$ cat config.mk
export PLATFORM = sky130hd
export DESIGN_NAME = alu_issue
export DESIGN_NICKNAME = d
export VERILOG_FILES = /design/src/rtl/alu_issue_pkg.sv /design/src/rtl/alu_issue_decode.sv /design/src/rtl/alu_issue.sv
export SDC_FILE = /design/constraint.sdc
export NUM_CORES = 1
export LEC_CHECK = 0
export BUFFER_PORTS_ARGS = -buffer_cell sky130_fd_sc_hd__buf_2
export CAP_MARGIN = 20
export CELL_PAD_IN_SITES_DETAIL_PLACEMENT = 0
export CELL_PAD_IN_SITES_GLOBAL_PLACEMENT = 1
export CORE_MARGIN = 2
export CORE_UTILIZATION = 38
export CTS_CLUSTER_DIAMETER = 50
export CTS_CLUSTER_SIZE = 25
export DETAILED_ROUTE_END_ITERATION = 8
export PLACE_DENSITY_LB_ADDON = 0.1
export RECOVER_POWER = 25
export SYNTH_ARGS = -nofsm -noshare
export SYNTH_HDL_FRONTEND = slang
export SYNTH_SLANG_ARGS = --single-unit
$ cat constraint.sdc
create_clock -name clk -period 2.85 [get_ports clk]
set_input_delay 0.285 -clock clk [delete_from_list [all_inputs] [get_ports clk]]
set_output_delay 0.285 -clock clk [all_outputs]
set_load 0.05 [all_outputs]
$ cat src/rtl/alu_issue_pkg.sv
// Shared ALU constants, field encodings and issue-buffer types.
// The ALU datapath imports this package too, so both sides agree on the select codes.
package alu_issue_pkg;

    // ALU select codes
    localparam logic [3:0] ALU_AND  = 4'b0000;
    localparam logic [3:0] ALU_OR   = 4'b0001;
    localparam logic [3:0] ALU_ADD  = 4'b0010;
    localparam logic [3:0] ALU_SLL  = 4'b0011;
    localparam logic [3:0] ALU_SRL  = 4'b0100;
    localparam logic [3:0] ALU_SUB  = 4'b0110;
    localparam logic [3:0] ALU_SLT  = 4'b0111;
    localparam logic [3:0] ALU_SLTU = 4'b1011;
    localparam logic [3:0] ALU_NOR  = 4'b1100;

    // aluOp encodings from the main decoder
    localparam logic [1:0] ALUOP_ADD   = 2'b00;
    localparam logic [1:0] ALUOP_SUB   = 2'b01;
    localparam logic [1:0] ALUOP_RTYPE = 2'b10;
    localparam logic [1:0] ALUOP_ITYPE = 2'b11;

    // R-type funct fields
    localparam logic [5:0] FUNCT_ADD  = 6'b100000;
    localparam logic [5:0] FUNCT_ADDU = 6'b100001;
    localparam logic [5:0] FUNCT_SUB  = 6'b100010;
    localparam logic [5:0] FUNCT_SUBU = 6'b100011;
    localparam logic [5:0] FUNCT_AND  = 6'b100100;
    localparam logic [5:0] FUNCT_OR   = 6'b100101;
    localparam logic [5:0] FUNCT_NOR  = 6'b100111;
    localparam logic [5:0] FUNCT_SLT  = 6'b101010;
    localparam logic [5:0] FUNCT_SLTU = 6'b101011;
    localparam logic [5:0] FUNCT_SLL  = 6'b000000;
    localparam logic [5:0] FUNCT_SRL  = 6'b000010;

    // I-type opcodes
    localparam logic [5:0] OPC_ADDI  = 6'b001000;
    localparam logic [5:0] OPC_ADDIU = 6'b001001;
    localparam logic [5:0] OPC_ANDI  = 6'b001100;
    localparam logic [5:0] OPC_ORI   = 6'b001101;
    localparam logic [5:0] OPC_SLTI  = 6'b001010;
    localparam logic [5:0] OPC_SLTIU = 6'b001011;

    typedef enum logic [1:0] {
        EMPTY = 2'd0,
        ONE   = 2'd1,
        TWO   = 2'd2
    } issue_state_t;

    typedef struct packed {
        logic [3:0]  code;
        logic [31:0] op_a;
        logic [31:0] op_b;
        logic [4:0]  shamt;
    } issue_entry_t;

    localparam issue_entry_t RESET_ENTRY = '{code: ALU_ADD, op_a: 32'd0, op_b: 32'd0, shamt: 5'd0};

    function automatic int entry_count(input issue_state_t s);
        case (s)
            EMPTY:   return 0;
            ONE:     return 1;
            default: return 2;
        endcase
    endfunction

endpackage

$ cat src/rtl/alu_issue_decode.sv
// Combinational ALU control decode: aluOp/funct/opcode to a select code plus a legal flag.
module alu_decode
    import alu_issue_pkg::*;
(
    input  logic [1:0] aluOp,
    input  logic [5:0] funct,
    input  logic [5:0] opcode,
    output logic [3:0] code,
    output logic       legal
);

    always_comb begin
        code  = ALU_ADD;
        legal = 1'b0;
        case (aluOp)
            ALUOP_ADD: begin
                code  = ALU_ADD;
                legal = 1'b1;
            end
            ALUOP_SUB: begin
                code  = ALU_SUB;
                legal = 1'b1;
            end
            ALUOP_RTYPE: begin
                legal = 1'b1;
                case (funct)
                    FUNCT_ADD, FUNCT_ADDU: code = ALU_ADD;
                    FUNCT_SUB, FUNCT_SUBU: code = ALU_SUB;
                    FUNCT_AND:             code = ALU_AND;
                    FUNCT_OR:              code = ALU_OR;
                    FUNCT_NOR:             code = ALU_NOR;
                    FUNCT_SLT:             code = ALU_SLT;
                    FUNCT_SLTU:            code = ALU_SLTU;
                    FUNCT_SLL:             code = ALU_SLL;
                    FUNCT_SRL:             code = ALU_SRL;
                    default:               legal = 1'b0;
                endcase
            end
            default: begin
                legal = 1'b1;
                case (opcode)
                    OPC_ADDI, OPC_ADDIU: code = ALU_ADD;
                    OPC_ANDI:            code = ALU_AND;
                    OPC_ORI:             code = ALU_OR;
                    OPC_SLTI:            code = ALU_SLT;
                    OPC_SLTIU:           code = ALU_SLTU;
                    default:             legal = 1'b0;
                endcase
            end
        endcase
    end

endmodule

$ cat src/rtl/alu_issue.sv
// Two-entry issue buffer between decode and the ALU; decodes the ALU select code on entry
// and presents the oldest entry (head register) to the EX stage.
module alu_issue
    import alu_issue_pkg::*;
#(
    parameter int DEPTH = 2
) (
    input  logic        clk,
    input  logic        rst_n,
    input  logic        in_valid,
    output logic        in_ready,
    input  logic [1:0]  aluOp,
    input  logic [5:0]  funct,
    input  logic [5:0]  opcode,
    input  logic [31:0] opA,
    input  logic [31:0] opB,
    input  logic [4:0]  shamtIn,
    input  logic        flush,
    output logic        out_valid,
    input  logic        out_ready,
    output logic [3:0]  aluControlInput,
    output logic [31:0] firstOperand,
    output logic [31:0] secondOperand,
    output logic [4:0]  shamt,
    output logic        illegal
);

    issue_state_t state;
    issue_state_t next_state;
    issue_entry_t head;
    issue_entry_t second;
    issue_entry_t incoming;

    logic [3:0] dec_code;
    logic       dec_legal;
    logic       accept;
    logic       legal_accept;
    logic       transfer;

    alu_decode u_decode (
        .aluOp  (aluOp),
        .funct  (funct),
        .opcode (opcode),
        .code   (dec_code),
        .legal  (dec_legal)
    );

    assign incoming     = '{code: dec_code, op_a: opA, op_b: opB, shamt: shamtIn};
    assign accept       = in_valid && in_ready;
    assign legal_accept = accept && dec_legal;
    assign transfer     = out_valid && out_ready;

    always_ff @(posedge clk) begin
        if (!rst_n) begin
            state <= EMPTY;
        end else begin
            state <= next_state;
        end
    end

    always_comb begin
        next_state = state;
        if (flush) begin
            next_state = EMPTY;
        end else begin
            case (state)
                EMPTY: begin
                    if (legal_accept) next_state = ONE;
                end
                ONE: begin
                    if (legal_accept && !transfer)      next_state = TWO;
                    else if (!legal_accept && transfer) next_state = EMPTY;
                end
                TWO: begin
                    if (transfer) next_state = ONE;
                end
                default: next_state = EMPTY;
            endcase
        end
    end

    // Handshake outputs depend only on the state register, so out_ready never reaches in_ready.
    always_comb begin
        out_valid = (state != EMPTY);
        in_ready  = (entry_count(state) < DEPTH);
    end

    // Flush leaves the head untouched; out_valid drops, so its stale contents are harmless.
    always_ff @(posedge clk) begin
        if (!rst_n) begin
            head    <= RESET_ENTRY;
            second  <= RESET_ENTRY;
            illegal <= 1'b0;
        end else begin
            illegal <= accept && !dec_legal;
            if (!flush) begin
                case (state)
                    EMPTY: begin
                        if (legal_accept) head <= incoming;
                    end
                    ONE: begin
                        if (legal_accept && transfer) head   <= incoming;
                        else if (legal_accept)        second <= incoming;
                    end
                    TWO: begin
                        if (transfer) head <= second;
                    end
                    default: ;
                endcase
            end
        end
    end

    assign aluControlInput = head.code;
    assign firstOperand    = head.op_a;
    assign secondOperand   = head.op_b;
    assign shamt           = head.shamt;

endmodule
==> impl_metrics.csv <==
group,metric,value,unit
grt,grt_pass1_vias,5858,
setup_path,crit_path_start,"aluOp[0]",
clock_network,clock-root-buffer,"clkbuf_16",
power_and_ir_drop,ir_drop,0.4298,mV
routing,via_per_inst,5.076,
synth,syn_inst,954,
clock_network,clkSlewWorstSetupHoldPaths,0.07,ns
clock_network,cts_tree,"yes",
grt,grt_pass1_wl,29980,µm
floorplan,die_h,137.5,µm
clock_network,numCtsBuffers,17,
setup_path,critPathLaunchType,"primary input",
routing,vias,6614,
sta,period_share,0.7831,
grt,grt_overflow_total,0,
sta,slew_viol_final,0,
setup_path,crit_type,"primary input to flip-flop",
clock_network,cts_buffer_depth,2,
synth,synthTopCellsByArea,"dfxtp_1, nand2_1, o21ai_0",
final_layout,layout_commonest_cell,"nand2_1",
outcome,status,"finished clean",
floorplan,core.rowCount,48,
final_layout,final_nets,1154,
synth,synthFlopType,"dfxtp_1",
synth,syn_area,6769,µm²
routing,drt_iter0_drc,452,
hold_path,min_path_cells,3,
sta,relSlewSlack,0.4523,
final_layout,drive_above_1_share,0.1551,
sta,finClkSkew,0.007403,ns
placed_design,detailed_place_hpwl,11300,µm
clock_network,insertion_delay,0.42,ns
hold_path,min_from,"opB[7]",
floorplan,num_io_pins,164,
grt,grt_usage,0.2006,
synth,yosysWarnings,0,
power_and_ir_drop,p_switching,1354,µW
routing,routedWlPerCell,14.42,µm
clock_network,post_cts_resized,0,
setup_path,reg2reg_slack,0.65,ns
setup_path,critPathMaxFanout,35,
power_and_ir_drop,p_per_area,601.7,nW/µm²
clock_network,clkSinkCount,149,
grt,grt_max_degree,125,
sta,whs,0.1130,ns
power_and_ir_drop,power_leakage,0.003510,µW
routing,dr_wl_met3,1102,µm
sta,period_minus_slack,2.232,ns
synth,yosysTopAreaCellShare,0.4407,
routing,met2_length,8102,µm
routing,wl,18790,µm
synth,ys_seq_area_frac,0.4407,
setup_path,rr_worst_depth,8,
setup_path,cp_data_required_time,3.13,ns
sta,fmax,448.1,MHz
routing,top_layer,"met5",
setup_path,end_kind,"flip-flop",
power_and_ir_drop,internal-power,3637,µW
power_and_ir_drop,netSwitchingFraction,0.2713,
clock_network,cts_max_level,4,
routing,dr.pass1.iters,5,
clock_network,postCtsHoldBufs,0,
setup_path,reg2reg_from,"state[1]",
routing,ant_nets,0,
floorplan,core-area,17360,µm²
final_layout,fillers,1820,
synth,synth_cell_types,42,
placed_design,portBuffers,163,
sta,grt_setup_unrepaired,"no",
synth,synth_edf_count,0,
floorplan,start_util,0.3900,
final_layout,final_cell_mix,"nand2_1, dfxtp_1, o21ai_0, buf_2, nand3_1",
hold_path,min_path_type,"primary input to flip-flop",
synth,synth_nets,1044,
grt,antenna_found_initial,4,
floorplan,dieArea,18900,µm²
flow_run,maxCapViolCount,0,
power_and_ir_drop,pwr-share-comb,0.112,
synth,async_flop_share,0,
clock_network,post-cts-setup-buffer-count,0,
power_and_ir_drop,power_frac_seq,0.433,
final_layout,syn_to_final_growth,22.53,%
placed_design,gp_congestion,0.7446,
sta,hold_viol,0,
power_and_ir_drop,pwr-share-clk,0.455,
synth,synth.avg_cell_area,7.095,µm²
routing,wl_met1,9381,µm
setup_path,worstPathArrival,2.52,ns
sta,finalSetupTns,0,ns
sta,worst_slew_pin_slew,0.8215,ns
synth,ys_ff_latch,149,
routing,drc,0,
synth,synth_top_area_cell,"dfxtp_1",
floorplan,die_w,137.5,µm
sta,setup_viol,0,
## registers in the layout, summed over array words and instances (netlist names)
signal and count:
state 2, illegal 1, second 73, secondOperand 32, shamt 5, firstOperand 32, aluControlInput 4
## through the flow
step	area, µm²	power, µW	utilization	std cells	setup slack (ns)
after CTS	8362	5051	0.4818	1302	0.6280
final	8294	4991	0.4779	1303	0.6181
after global placement	7762	2776	0.4472	1270	0.2798
after floorplan	6769	2580	-	954	0.4678
after global routing	8294	5185	0.4779	1303	0.4759
after detailed placement	7762	2776	0.4472	1270	0.1880
## critical path: stages
cell	delay [ns]
buf_2	0.14
and4bb_1	0.28
a22o_1	0.30
nor2_1	0.16
nor2_1	0.09
ha_1	0.25
a41oi_4	0.26
and2_2	0.22
buf_4	0.35
o21ai_0	0.16
## cell type report
cell class / instances / area (µm²) / share of cell area
repair buffers: 181 / 1016 / 0.1225
diodes: 1 / 2.502 / 0.0003017
clock inverters: 13 / 146.4 / 0.01765
clock buffers: 19 / 452.9 / 0.05461
multi-input cells: 711 / 3397 / 0.4096
well taps: 225 / 281.5 / 0.03394
inverters: 4 / 15.01 / 0.001810
flip-flops and latches: 149 / 2983 / 0.3596
## final timing paths
| kind | to |
|---|---|
| hold / removal | second[12] |
| setup reg to reg | secondOperand[17] |
| setup / recovery | secondOperand[17] |
| hold reg to reg | second[69] |
## per-layer routing
metal,up-vias,track usage
met5,-,0
met4,4,0.05670
met3,15,0.05151
met2,142,0.3029
met1,3002,0.2826
li1,3451,-
## cell families after synthesis
group	Yosys count	synth area share
DFF	149	0.4407
and+or+nand+nor	540	0.3516
muxes	2	0.002958
xor gates and xnor gates	1	0.001294
buffers and inverters	94	0.06340
AOI/OAI and AO/OA	166	0.1364
adders and majority gates	2	0.003696
## Yosys cell counts, drive strengths merged (2+ instances only)
cell type and count:
nand2 359, dfxtp 149, o21ai 146, nand3 74, nand4 73, clkbuf 65, buf 25, nor2 10
inv 4, nor2b 4, nor3 4, o211ai 4, o31ai 4, a21oi 3, nand2b 3, nand4b 3
and3 2, ha 2, mux2i 2, nor3b 2
## power by group through the flow
stage	Combinational [µW]	Sequential (µW)	Clock [µW]
after floorplan	232	2350	0
after global placement	571	2200	0
after detailed placement	572	2200	0
after CTS	573	2160	2320
after global routing	616	2160	2410
final	560	2160	2270
(Power assumes the default switching activity.)
